--- config.mk ---
export PLATFORM = sky130hd
export DESIGN_NAME = serial_shift_receiver
export DESIGN_NICKNAME = d
export VERILOG_FILES = /design/src/rtl/serial_shift_receiver.sv
export SDC_FILE = /design/constraint.sdc
export NUM_CORES = 1
export LEC_CHECK = 0
export CAP_MARGIN = 15
export CORE_MARGIN = 4
export CORE_UTILIZATION = 50
export CTS_BUF_LIST = sky130_fd_sc_hd__clkbuf_8 sky130_fd_sc_hd__clkbuf_16
export CTS_CLUSTER_DIAMETER = 200
export DETAILED_ROUTE_END_ITERATION = 10
export PLACE_DENSITY = 0.79
export SYNTH_ARGS = -nofsm -noshare
export SYNTH_HDL_FRONTEND = slang
export SYNTH_SLANG_ARGS = --single-unit
--- constraint.sdc ---
create_clock -name clk -period 1.76 [get_ports clk]
set_input_delay 0.528 -clock clk [delete_from_list [all_inputs] [get_ports clk]]
set_output_delay 0.528 -clock clk [all_outputs]
set_load 0.05 [all_outputs]
--- src/rtl/serial_shift_receiver.sv ---
// serial_shift_receiver: resynchronised LSB-first serial-to-parallel word receiver
// with a one-entry output buffer and sticky overrun/framing error flags.
module serial_shift_receiver #(
    parameter int N = 8
) (
    input  logic         clk,
    input  logic         reset_p,
    input  logic         sclk,
    input  logic         sdata,
    input  logic         frame_n,
    input  logic         rd_en,
    input  logic         clear_err,
    output logic [N-1:0] data_out,
    output logic         valid,
    output logic         overrun,
    output logic         frame_err
);
    localparam int CW = $clog2(N);
    typedef enum logic {IDLE, SHIFT} state_t;
    state_t state, state_nx;
    logic [1:0] sclk_q, sdata_q, frame_q;
    logic sclk_s, sdata_s, frame_n_s, sclk_d, rise;
    logic [N-1:0] shreg, shreg_nx, shifted;
    logic [CW-1:0] bit_cnt, cnt_nx;
    logic done, ferr_set, load, drop;
    assign sclk_s    = sclk_q[1];
    assign sdata_s   = sdata_q[1];
    assign frame_n_s = frame_q[1];
    assign rise      = sclk_s & ~sclk_d;
    assign shifted   = {sdata_s, shreg[N-1:1]};
    assign load      = done & (~valid | rd_en);
    assign drop      = done & valid & ~rd_en;
    // Reset values are the idle line levels so no false edge or frame start follows.
    always_ff @(posedge clk) begin
        if (reset_p) begin
            sclk_q  <= '0;
            sdata_q <= '0;
            frame_q <= '1;
            sclk_d  <= 1'b0;
        end else begin
            sclk_q  <= {sclk_q[0], sclk};
            sdata_q <= {sdata_q[0], sdata};
            frame_q <= {frame_q[0], frame_n};
            sclk_d  <= sclk_s;
        end
    end
    always_ff @(posedge clk) begin
        if (reset_p)
            state <= IDLE;
        else
            state <= state_nx;
    end
    // A bit arriving with frame deassertion is shifted before the partial-word test.
    always_comb begin
        state_nx = state;
        shreg_nx = shreg;
        cnt_nx   = bit_cnt;
        done     = 1'b0;
        ferr_set = 1'b0;
        if (state == IDLE) begin
            shreg_nx = '0;
            cnt_nx   = '0;
            state_nx = frame_n_s ? IDLE : SHIFT;
        end else begin
            if (rise) begin
                done     = bit_cnt == CW'(N - 1);
                shreg_nx = shifted;
                cnt_nx   = done ? '0 : bit_cnt + 1'b1;
            end
            if (frame_n_s) begin
                state_nx = IDLE;
                ferr_set = cnt_nx != '0;
                shreg_nx = '0;
                cnt_nx   = '0;
            end
        end
    end
    always_ff @(posedge clk) begin
        if (reset_p) begin
            shreg     <= '0;
            bit_cnt   <= '0;
            data_out  <= '0;
            valid     <= 1'b0;
            overrun   <= 1'b0;
            frame_err <= 1'b0;
        end else begin
            shreg     <= shreg_nx;
            bit_cnt   <= cnt_nx;
            data_out  <= load ? shifted : data_out;
            valid     <= load | (valid & ~rd_en);
            overrun   <= drop | (overrun & ~clear_err);
            frame_err <= ferr_set | (frame_err & ~clear_err);
        end
    end
endmodule
==> flow_summary.json, run 1 <==
{
  "wl_per_cell_um": 12.10,
  "max_freq_mhz": 663.7,
  "min_period_over_period_pct": 85.61,
  "grt_usage_pct": 17.12,
  "slew_violations": 0,
  "arrival_ns": 1.66,
  "hold_depth": 1,
  "final_cells": 163,
  "ys_warn_count": 0,
  "num_rows": 16,
  "place_area_mm2": 0.001224,
  "status": "finished, final reports clean",
  "gp_congestion": 0.7509,
  "p_leak_nw": 0.4774,
  "hold_viol": 0,
  "grt_max_degree": 13,
  "cts_tree": "done",
  "drt_iter0_drc": 20,
  "hp-start": "frame_q[0]",
  "seq_area_um2": 580.6,
  "cts-root-buf": "clkbuf_8",
  "core-area_mm2": 0.001962,
  "grt_overflow": 0,
  "postCtsHoldBufs": 0,
  "htree_levels": 2,
  "synth_cell_types": 18,
  "met2_length_um": 987,
  "initial_core_util_pct": 53.13,
  "worst_slack_ns": 0.2533,
  "wirelength_mm": 1.972,
  "drtPass1Iterations": 4,
  "clkTransAtPathRegs_ns": 0.06,
  "design_area_mm2": 0.001310,
  "setup_viol": 0,
  "io_pins": 18,
  "syn_avg_cell_area_um2": 8.985,
  "maxCapViolCount": 0,
  "viasPerCell": 5.153,
  "die_h_um": 53.66,
  "nFillCells": 183,
  "first_global_vias": 814,
  "area_growth_pct": 25.69,
  "fin_nets": 145,
  "dr_wl_met3_um": 106,
  "via_count": 840,
  "r2r_end": "data_out[4]",
  "whs_ns": 0.4157,
  "critical_path.max_fanout": 9,
  "totalPowerFinal_mw": 1.231,
  "post-place-ws_ns": 0.07091,
  "syn_area_mm2": 0.001042,
  "p_per_area_mw_per_mm2": 939.9,
  "hpwl_mm": 1.452,
  "cts_buffers": 5,
  "grt_pass1_wl_mm": 3.346,
  "drt-met1-wl_um": 827,
  "netlist_instances": 116,
  "numPortBuffers": 17,
  "layout-drive-gt1-share_pct": 15.44,
  "dieWidth_um": 53.66,
  "postRouteAntennaNets": 0,
  "r2r-start": "bit_cnt[0]",
  "dr.max_layer_used": "met4",
  "seq_area_frac_synth_pct": 55.70,
  "worstRegToRegCells": 5,
  "antenna_found_initial": 0,
  "n_antenna_cell": 0,
  "worst_slew_pin_slew_ns": 0.4080,
  "cts_resized": 0,
  "required_ns": 1.92,
  "clockBufferDepth": 2,
  "cts_sinks": 29,
  "slew_headroom_pct": 72.80,
  "start_kind": "flip-flop",
  "vdd_drop_max_mv": 0.6535,
  "reg2reg_slack_ns": 0.25,
  "multi_input_area_um2": 426.7,
  "dp.cells": 156,
  "drc": 0,
  "finalCriticalPeriod_ns": 1.507,
  "fin_util_pct": 66.77,
  "finClkSkew_ns": 0.004149,
  "clk_latency_ns": 0.27,
  "path_class": "reg2reg",
  "synth_nets": 125,
  "ys_seq_elements": 29,
  "finalSetupTns_ns": 0,
  "critPathCaptureType": "flip-flop",
  "min_to": "frame_q[1]",
  "hold_class": "reg2reg",
  "postCtsSetupBuffers": 0,
  "rsz0062_at_grt": "false",
  "die-area_mm2": 0.002879
}
==> state kept, by name, indices dropped and copies added (netlist names) <==
signal,cells
shreg,7
frame_err,1
bit_cnt,3
data_out,8
frame_q,2
valid,1
overrun,1
sdata_q,2
sclk_q,2
state,1
sclk_d,1
==> routing by layer <==
metal	vias up	track usage (%)
met5	-	0
met4	0	10.21
met3	5	8.864
met2	17	27.55
met1	384	17.67
li1	434	-
==> critical path, cell delays in order, from the launching register on <==
cell and delay [ns]:
dfxtp_1 0.37, ha_1 0.17, ha_1 0.18, nand4b_1 0.29
o21ai_0 0.27, a21oi_1 0.10
==> area by class of cell <==
type | instances | share of cell area (%)
clock inverter | 1 | 0.2865
tap | 27 | 2.579
timing repair buffer | 19 | 13.94
multi-input combinational | 81 | 32.57
sequential | 29 | 44.32
clock buffer | 6 | 6.304
==> worst max-delay path by stage <==
stage	start	endpoint	slack (ns)	depth (start not counted)
after floorplan	bit_cnt[0]	overrun	0.46	6
after global placement	rd_en	data_out[2]	0.15	4
after detailed placement	rd_en	data_out[0]	0.07	4
after CTS	bit_cnt[0]	data_out[4]	0.24	5
after global routing	bit_cnt[0]	data_out[1]	0.14	5
final	bit_cnt[0]	data_out[4]	0.25	5
==> cells in the final DEF (no fill, tap or decap), types with 3 or more instances in the layout <==
cell type        Yosys  layout
clkdlybuf4s50_1      0       6
nor2b_1              6       6
nand3_1              8       8
nor2_1               3       3
dfxtp_1             29      29
nand2b_1             3       3
o21ai_0              8       8
a21oi_1             20      20
buf_4                2      11
nand2_1             21      21
clkbuf_8             0       6
==> power by group <==
part	internal [mW]	switching, mW
combinational	0.0219	0.0166
sequential	0.665	0.00374
clock	0.303	0.221
total	0.990	0.242
==> cell families after synthesis <==
logic type / share of synthesized area, %
buffers and inverters: 3.361
AO/OA/AOI/OAI: 14.29
adder cells (fa/ha/maj): 2.401
AND/OR/NAND/NOR: 24.25
flip-flops: 55.70
==> Yosys cell counts <==
library cell   n  area (um^2)
nor2_1         3        11.26
nand2_1       21        78.83
or2_2          2        12.51
nand2b_1       3        18.77
dfxtp_1       29        580.6
o32ai_1        1        8.760
nand4b_1       1        8.760
nor2b_1        6        37.54
a21oi_1       20        100.1
o21ai_0        8        40.04
nand3b_1       1        7.510
and4b_1        1        10.01
nor4_1         2        12.51
and2b_1        2        15.01
ha_1           2        25.02
buf_2          4        20.02
nand3_1        8        40.04
buf_4          2        15.01
No activity file was read; power rests on OpenSTA's default activity.
==> run 2: changes to the inputs <==
--- a/config.mk
+++ b/config.mk
@@ -5,6 +5,7 @@
 export SDC_FILE = /design/constraint.sdc
 export NUM_CORES = 1
 export LEC_CHECK = 0
+export ABC_CLOCK_PERIOD_IN_PS = 1760
 export CAP_MARGIN = 15
 export CORE_MARGIN = 4
 export CORE_UTILIZATION = 50
@@ -12,6 +13,7 @@
 export CTS_CLUSTER_DIAMETER = 200
 export DETAILED_ROUTE_END_ITERATION = 10
 export PLACE_DENSITY = 0.79
+export SKIP_LAST_GASP = 1
 export SYNTH_ARGS = -nofsm -noshare
 export SYNTH_HDL_FRONTEND = slang
 export SYNTH_SLANG_ARGS = --single-unit
==> results of run 2 <==
No change in the layout: final DEF, timing and power equal those of run 1.
